## src/rtl/boreal_dma_pkg.sv

```systemverilog
// Shared types for the boreal multi-channel descriptor-ring DMA.
//  - DMA_* localparams: default geometry, also the field widths of dma_desc_t
//  - dma_state_e: engine FSM state encoding, also used by property checkers
//  - dma_desc_t: one ring entry {src, dst, len}
package boreal_dma_pkg;

  localparam int DMA_NUM_CH     = 4;
  localparam int DMA_RING_DEPTH = 16;
  localparam int DMA_ADDR_W     = 10;
  localparam int DMA_DATA_W     = 32;
  localparam int DMA_LEN_W      = 8;

  typedef enum logic [2:0] {
    IDLE   = 3'd0,
    ARB    = 3'd1,
    FETCH  = 3'd2,
    READ   = 3'd3,
    WAIT_R = 3'd4,
    WRITE  = 3'd5,
    WAIT_W = 3'd6,
    NEXT   = 3'd7
  } dma_state_e;

  typedef struct packed {
    logic [DMA_ADDR_W-1:0] src;
    logic [DMA_ADDR_W-1:0] dst;
    logic [DMA_LEN_W-1:0]  len;
  } dma_desc_t;

endpackage

```

## src/rtl/boreal_dma_rr_arb.sv

```systemverilog
// Round-robin arbiter: picks the lowest requesting index strictly after
// the last grant, wrapping. Purely combinational.
//  req     in   NUM_CH  request vector
//  last    in   CH_LOG  index of the previous grant
//  gnt     out  NUM_CH  one-hot grant (0 when no request)
//  gnt_idx out  CH_LOG  binary index of the grant
//  valid   out  1       at least one request present
module boreal_dma_rr_arb #(
  parameter int  NUM_CH = 4,
  localparam int CH_LOG = $clog2(NUM_CH)
) (
  input  logic [NUM_CH-1:0] req,
  input  logic [CH_LOG-1:0] last,
  output logic [NUM_CH-1:0] gnt,
  output logic [CH_LOG-1:0] gnt_idx,
  output logic              valid
);

  logic [CH_LOG-1:0] idx;

  // NOTE: every output of a combinational block gets a default before any
  // branch, so no path leaves a value unassigned and no latch is inferred.
  always_comb begin
    gnt     = '0;
    gnt_idx = '0;
    valid   = 1'b0;
    idx     = '0;
    // NUM_CH is a power of two, so CH_LOG-bit addition wraps the search;
    // off == NUM_CH revisits the last grant itself as the final candidate.
    for (int off = 1; off <= NUM_CH; off++) begin
      idx = last + CH_LOG'(off);
      if (!valid && req[idx]) begin
        valid    = 1'b1;
        gnt_idx  = idx;
        gnt[idx] = 1'b1;
      end
    end
  end

endmodule

```

## src/rtl/boreal_dma_mc_ring.sv

```systemverilog
// Multi-channel descriptor-ring DMA engine. Host pushes {src,dst,len}
// descriptors into per-channel rings; channels are served round-robin and
// each descriptor is copied word by word (read then write) over one port.
//  clk, rst                     clock, asynchronous active-high reset
//  desc_push/ch/src/dst/len     descriptor push into ring desc_ch
//  desc_ready                   ring[desc_ch] not full (combinational)
//  ch_enable                    per-channel arbitration enable
//  mem_sel/wr/addr/wdata        memory request (held until mem_ack)
//  mem_rdata, mem_ack           memory response
//  busy, active_ch              engine state / channel being served
//  done                         1-cycle pulse per completed descriptor
//  ch_empty                     per-channel ring empty
module boreal_dma_mc_ring
  import boreal_dma_pkg::*;
#(
  parameter int  NUM_CH     = DMA_NUM_CH,
  parameter int  RING_DEPTH = DMA_RING_DEPTH,
  parameter int  ADDR_W     = DMA_ADDR_W,
  parameter int  DATA_W     = DMA_DATA_W,
  parameter int  LEN_W      = DMA_LEN_W,
  localparam int CH_LOG     = $clog2(NUM_CH),
  localparam int RD_LOG     = $clog2(RING_DEPTH)
) (
  input  logic              clk,
  input  logic              rst,
  input  logic              desc_push,
  input  logic [CH_LOG-1:0] desc_ch,
  input  logic [ADDR_W-1:0] desc_src,
  input  logic [ADDR_W-1:0] desc_dst,
  input  logic [LEN_W-1:0]  desc_len,
  output logic              desc_ready,
  input  logic [NUM_CH-1:0] ch_enable,
  output logic              mem_sel,
  output logic              mem_wr,
  output logic [ADDR_W-1:0] mem_addr,
  output logic [DATA_W-1:0] mem_wdata,
  input  logic [DATA_W-1:0] mem_rdata,
  input  logic              mem_ack,
  output logic              busy,
  output logic [CH_LOG-1:0] active_ch,
  output logic [NUM_CH-1:0] done,
  output logic [NUM_CH-1:0] ch_empty
);

  dma_state_e        state_q, state_d;
  logic [CH_LOG-1:0] gnt_q, gnt_d;
  logic [NUM_CH-1:0] gnt_oh_q, gnt_oh_d;
  dma_desc_t         desc_q, desc_d;
  logic [LEN_W-1:0]  i_q, i_d;
  logic [DATA_W-1:0] rdata_q, rdata_d;

  logic [RD_LOG-1:0] head_q  [NUM_CH];
  logic [RD_LOG-1:0] head_d  [NUM_CH];
  logic [RD_LOG-1:0] tail_q  [NUM_CH];
  logic [RD_LOG-1:0] tail_d  [NUM_CH];
  logic [RD_LOG:0]   count_q [NUM_CH];
  logic [RD_LOG:0]   count_d [NUM_CH];
  dma_desc_t         ring_q  [NUM_CH][RING_DEPTH];

  logic [NUM_CH-1:0] ch_full;
  logic [NUM_CH-1:0] elig;
  logic              push_ok;
  logic              pop;
  dma_desc_t         head_desc;
  logic [NUM_CH-1:0] arb_gnt;
  logic [CH_LOG-1:0] arb_idx;
  logic              arb_valid;

  always_comb begin
    for (int c = 0; c < NUM_CH; c++) begin
      ch_empty[c] = (count_q[c] == '0);
      ch_full[c]  = (count_q[c] == (RD_LOG+1)'(RING_DEPTH));
    end
  end

  assign desc_ready = ~ch_full[desc_ch];
  assign push_ok    = desc_push & desc_ready;
  assign elig       = ch_enable & ~ch_empty;
  assign head_desc  = ring_q[gnt_q][head_q[gnt_q]];
  assign busy       = (state_q != IDLE);
  assign active_ch  = busy ? gnt_q : '0;

  boreal_dma_rr_arb #(.NUM_CH(NUM_CH)) u_arb (
    .req     (elig),
    .last    (gnt_q),
    .gnt     (arb_gnt),
    .gnt_idx (arb_idx),
    .valid   (arb_valid)
  );

  // Ring pointer update; a push and a pop on the same channel cancel in count.
  always_comb begin
    for (int c = 0; c < NUM_CH; c++) begin
      logic push_c, pop_c;
      push_c     = push_ok && (desc_ch == CH_LOG'(c));
      pop_c      = pop && gnt_oh_q[c];
      head_d[c]  = pop_c  ? head_q[c] + RD_LOG'(1) : head_q[c];
      tail_d[c]  = push_c ? tail_q[c] + RD_LOG'(1) : tail_q[c];
      count_d[c] = count_q[c];
      if (push_c && !pop_c)      count_d[c] = count_q[c] + (RD_LOG+1)'(1);
      else if (!push_c && pop_c) count_d[c] = count_q[c] - (RD_LOG+1)'(1);
    end
  end

  always_comb begin
    state_d   = state_q;
    gnt_d     = gnt_q;
    gnt_oh_d  = gnt_oh_q;
    desc_d    = desc_q;
    i_d       = i_q;
    rdata_d   = rdata_q;
    pop       = 1'b0;
    mem_sel   = 1'b0;
    mem_wr    = 1'b0;
    mem_addr  = '0;
    mem_wdata = '0;
    done      = '0;
    unique case (state_q)
      IDLE: if (|elig) state_d = ARB;
      ARB: begin
        if (arb_valid) begin
          gnt_d    = arb_idx;
          gnt_oh_d = arb_gnt;
          state_d  = FETCH;
        end else begin
          state_d  = IDLE;
        end
      end
      FETCH: begin
        desc_d  = head_desc;
        i_d     = '0;
        pop     = 1'b1;
        state_d = (head_desc.len == '0) ? NEXT : READ;
      end
      READ, WAIT_R: begin
        mem_sel  = 1'b1;
        mem_addr = desc_q.src + ADDR_W'(i_q);
        if (mem_ack) begin
          rdata_d = mem_rdata;
          state_d = WRITE;
        end else begin
          state_d = WAIT_R;
        end
      end
      WRITE, WAIT_W: begin
        mem_sel   = 1'b1;
        mem_wr    = 1'b1;
        mem_addr  = desc_q.dst + ADDR_W'(i_q);
        mem_wdata = rdata_q;
        if (mem_ack) begin
          i_d     = i_q + LEN_W'(1);
          state_d = (i_d == desc_q.len) ? NEXT : READ;
        end else begin
          state_d = WAIT_W;
        end
      end
      NEXT: begin
        done    = gnt_oh_q;
        state_d = (|elig) ? ARB : IDLE;
      end
      default: state_d = IDLE;
    endcase
  end

  // NOTE: clocked state uses non-blocking assignment so every flop samples
  // the pre-edge values regardless of block evaluation order.
  always_ff @(posedge clk or posedge rst) begin
    if (rst) begin
      state_q  <= IDLE;
      // Start just below channel 0 so the first grant after reset is channel 0.
      gnt_q    <= CH_LOG'(NUM_CH - 1);
      gnt_oh_q <= '0;
      desc_q   <= '0;
      i_q      <= '0;
      rdata_q  <= '0;
      for (int c = 0; c < NUM_CH; c++) begin
        head_q[c]  <= '0;
        tail_q[c]  <= '0;
        count_q[c] <= '0;
      end
    end else begin
      state_q  <= state_d;
      gnt_q    <= gnt_d;
      gnt_oh_q <= gnt_oh_d;
      desc_q   <= desc_d;
      i_q      <= i_d;
      rdata_q  <= rdata_d;
      head_q   <= head_d;
      tail_q   <= tail_d;
      count_q  <= count_d;
    end
  end

  // NOTE: ring storage has no reset; clearing head/tail/count makes stale
  // entries unreachable, so resetting the array itself buys nothing.
  always_ff @(posedge clk) begin
    if (push_ok) begin
      ring_q[desc_ch][tail_q[desc_ch]] <= '{src: desc_src, dst: desc_dst, len: desc_len};
    end
  end

endmodule

```

## config.mk

```make
export PLATFORM = sky130hd
export DESIGN_NAME = boreal_dma_mc_ring
export DESIGN_NICKNAME = d
export VERILOG_FILES = /design/src/rtl/boreal_dma_pkg.sv /design/src/rtl/boreal_dma_rr_arb.sv /design/src/rtl/boreal_dma_mc_ring.sv
export SDC_FILE = /design/constraint.sdc
export NUM_CORES = 2
export LEC_CHECK = 0
export ABC_AREA = 1
export ABC_CLOCK_PERIOD_IN_PS = 15450
export CORE_ASPECT_RATIO = 0.7
export CORE_MARGIN = 2
export CORE_UTILIZATION = 40
export DETAILED_ROUTE_END_ITERATION = 7
export PLACE_DENSITY = 0.54
export SLEW_MARGIN = 40
export SYNTH_ARGS = -nofsm -noshare
export SYNTH_HDL_FRONTEND = slang
export SYNTH_SLANG_ARGS = --single-unit
```

## constraint.sdc

```tcl
create_clock -name clk -period 15.45 [get_ports clk]
set_input_delay 4.635 -clock clk [delete_from_list [all_inputs] [get_ports clk]]
set_output_delay 4.635 -clock clk [all_outputs]
set_load 0.02 [all_outputs]
```

==> impl_metrics.ini <==
[run_status]
status = complete, no violations

[synth]
post-synth-top-count-cell = edfxtp_1
syn_inst = 6589
synth_area_um2 = 78700
synth_edf_count = 1792
synth_nets = 6705
synth_seq_cells = 1921
ys_top_cells_by_area = edfxtp_1 (68%), nor2_1 (5.2%), nand2_1 (5.1%), o21ai_0 (5.1%), dfrtp_1 (4.0%)
synth_top_area_cell = edfxtp_1
ys_types = 46
ys.flop_type = edfxtp_1
synthArstFlopShare = 0.0672
avgSynthCellArea_um2 = 11.9
yosysWarnings = 0
synth_top_area_share = 0.684
yosysSeqAreaShare = 0.725
synth_top_cells_by_count = edfxtp_1 (1792), nor2_1 (1085), nand2_1 (1076), o21ai_0 (804), nand3_1 (531)

[power_and_ir_drop]
p_leak_nw = 30.8
ir_worst_vdd_mv = 0.145
p_per_area_nw_per_um2 = 196

[cts]
cts_setup_buffers = 0
hold_buffers = 0
cts_sinks = 1921
post_cts_resized = 0
root_buffer = clkbuf_16
cts.path.max_buffers = 4
cts.htree.levels = 4
clock_latency_ps = 850
clk_pin_slew_ps = 60
cts_buffers = 188
cts_tree = yes

[timing]
slew_headroom = 0.399
slew_viol_final = 0
period_share = 0.764
tightestPinTransition_ps = 901
tns_ps = 0
hold_ws_ps = 465
fin_crit_ps = 11810
rsz0062_at_grt = false
final-setup-viol-count = 0
fin_skew_ps = 45.3
hold_violations = 0
max_freq_mhz = 84.7

[floorplanning]
start_util = 0.402
dieArea_um2 = 200000
row_count = 136
io_pins = 126
core-area_um2 = 196000
die-height_um = 375
die_w_um = 534

[place]
portBuffers = 125
hpwlAfterDp_um = 142000
place.gp.congestion = 0.867

[setup_path]
cp_max_fo = 20
worst_ep_arrival_time_ps = 7170
path_common_cell = clkdlybuf4s50_1
crit_slowest_cell = clkdlybuf4s50_1
critical_path_class = in2out
path_cells = clkdlybuf4s50_1 -> or2_2 -> buf_4 -> nor3_1 -> nor2_1 -> nor3b_1 -> clkdlybuf4s50_1
cp.required_ps = 10820
cp-start-kind = primary input
cpPeakStageDelay_ps = 690
end_kind = primary output
r2r_slack_ps = 9890

[cells_and_area]
final_util = 0.460
nets = 6770
area_growth_pct = 14.6
drive_above_1_share = 0.0821
n_antenna_cell = 0
nFillCells = 17500

[grt]
grtUsageTotal = 0.238
grt_pass1_vias = 48700
grt_max_degree = 188
grt_antenna_before_repair = 15
grt_pass1_wl_um = 350000
grt_overflow = 0

[route]
wl_met2_um = 102000
via_count = 52600
dr.pass1.iters = 6
met1_length_um = 113000
detail_route.wl_per_cell_um = 25.9
remaining_drc_errors = 0
viasPerCell = 5.58
ant_nets = 0
wl_um = 243000
highest_layer = met5
route.met3.wl_um = 22700
drt-initial-drc-count = 6975

[worst_hold_path]
hold_path.class = reg2reg

[flow_run]
maxCapViolCount = 0
## power breakdown
part,switching [mW],internal [mW]
Sequential,0.144,5.95
Clock,1.98,2.57
Combinational,5.35,1.70
## worst max-delay path, delay by kind of cell
family	cells	cell delay, ps
buffers and inverters	3	1790
AND/OR/NAND/NOR	4	730
## per-stage QoR
| stage | power (mW) | setup slack, ps | instance area, um^2 | std cells |
|---|---|---|---|---|
| 2_1_floorplan | 10.0 | 5250 | 78700 | 6589 |
| 3_3_place_gp | 13.0 | 3490 | 82400 | 9012 |
| 3_5_place_dp | 13.1 | 3630 | 84100 | 9082 |
| 4_1_cts | 17.6 | 3630 | 90000 | 9411 |
| 5_1_grt | 18.5 | 3480 | 90100 | 9415 |
| 6_report | 17.7 | 3640 | 90100 | 9415 |
## final timing paths
check	to	startpoint	cells past startpoint
setup / recovery	desc_ready	desc_ch[1]	7
hold / removal	count_q[9]	count_q[9]	1
setup reg to reg	desc_q[15]	gnt_q[0]	12
hold reg to reg	count_q[9]	count_q[9]	1
max in group asynchronous	desc_q[0]	rst	3
min in group asynchronous	count_q[13]	rst	2
## final cells by class
cell class,count,area (um^2),share of cell area
Sequential cell,1921,57000,0.633
Multi-Input combinational cell,4097,19700,0.218
Clock buffer,241,5050,0.0560
Timing Repair Buffer,291,3630,0.0403
Tap cell,2622,3280,0.0364
Clock inverter,88,847,0.00940
Inverter,155,603,0.00669
## cells by family (layout without fill, tap and decap cells)
group | Yosys count | in the layout | synth area share
compound gates | 1275 | 1275 | 0.0892
fa+ha+maj | 46 | 46 | 0.00779
mux | 2 | 2 | 0.000270
flops | 1921 | 1921 | 0.725
xor+xnor | 39 | 39 | 0.00434
simple gates | 2735 | 2735 | 0.140
buf+inv | 571 | 775 | 0.0330
## state kept, by name (all words and copies together) (netlist names), 3 cells and up
| name | count |
|---|---|
| gnt_oh_q | 4 |
| tail_q | 16 |
| state_q | 3 |
| i_q | 8 |
| desc_q | 28 |
| ring_q | 1792 |
| head_q | 16 |
| count_q | 20 |
| rdata_q | 32 |
## routing by layer
metal	vias up	track usage
met5	-	0
met4	6	0.0618
met3	310	0.0439
met2	2310	0.336
met1	26300	0.373
li1	23600	-
## cells in the final DEF (no fill, tap or decap), types with 16 or more instances in the layout
| master | netlist | layout |
|---|---|---|
| nand2_1 | 1076 | 1070 |
| edfxtp_1 | 1792 | 1792 |
| buf_4 | 50 | 62 |
| nand3_1 | 531 | 531 |
| buf_2 | 131 | 24 |
| clkinv_2 | 0 | 35 |
| o21ai_0 | 804 | 801 |
| inv_1 | 150 | 148 |
| buf_16 | 0 | 42 |
| dfrtp_1 | 127 | 127 |
| buf_8 | 0 | 29 |
| nand4_1 | 20 | 20 |
| clkdlybuf4s50_1 | 0 | 97 |
| nor2_4 | 0 | 64 |
| nor2_1 | 1085 | 1019 |
| clkinv_1 | 2 | 26 |
| o211ai_1 | 162 | 162 |
| bufinv_16 | 0 | 16 |
| a21oi_1 | 29 | 29 |
| buf_6 | 14 | 30 |
| clkbuf_1 | 187 | 44 |
| o21ai_1 | 113 | 108 |
| ha_1 | 41 | 41 |
| xor2_1 | 26 | 26 |
| o22ai_1 | 147 | 147 |
| clkbuf_16 | 0 | 194 |
Note: power is estimated with default switching activity, not from simulation.
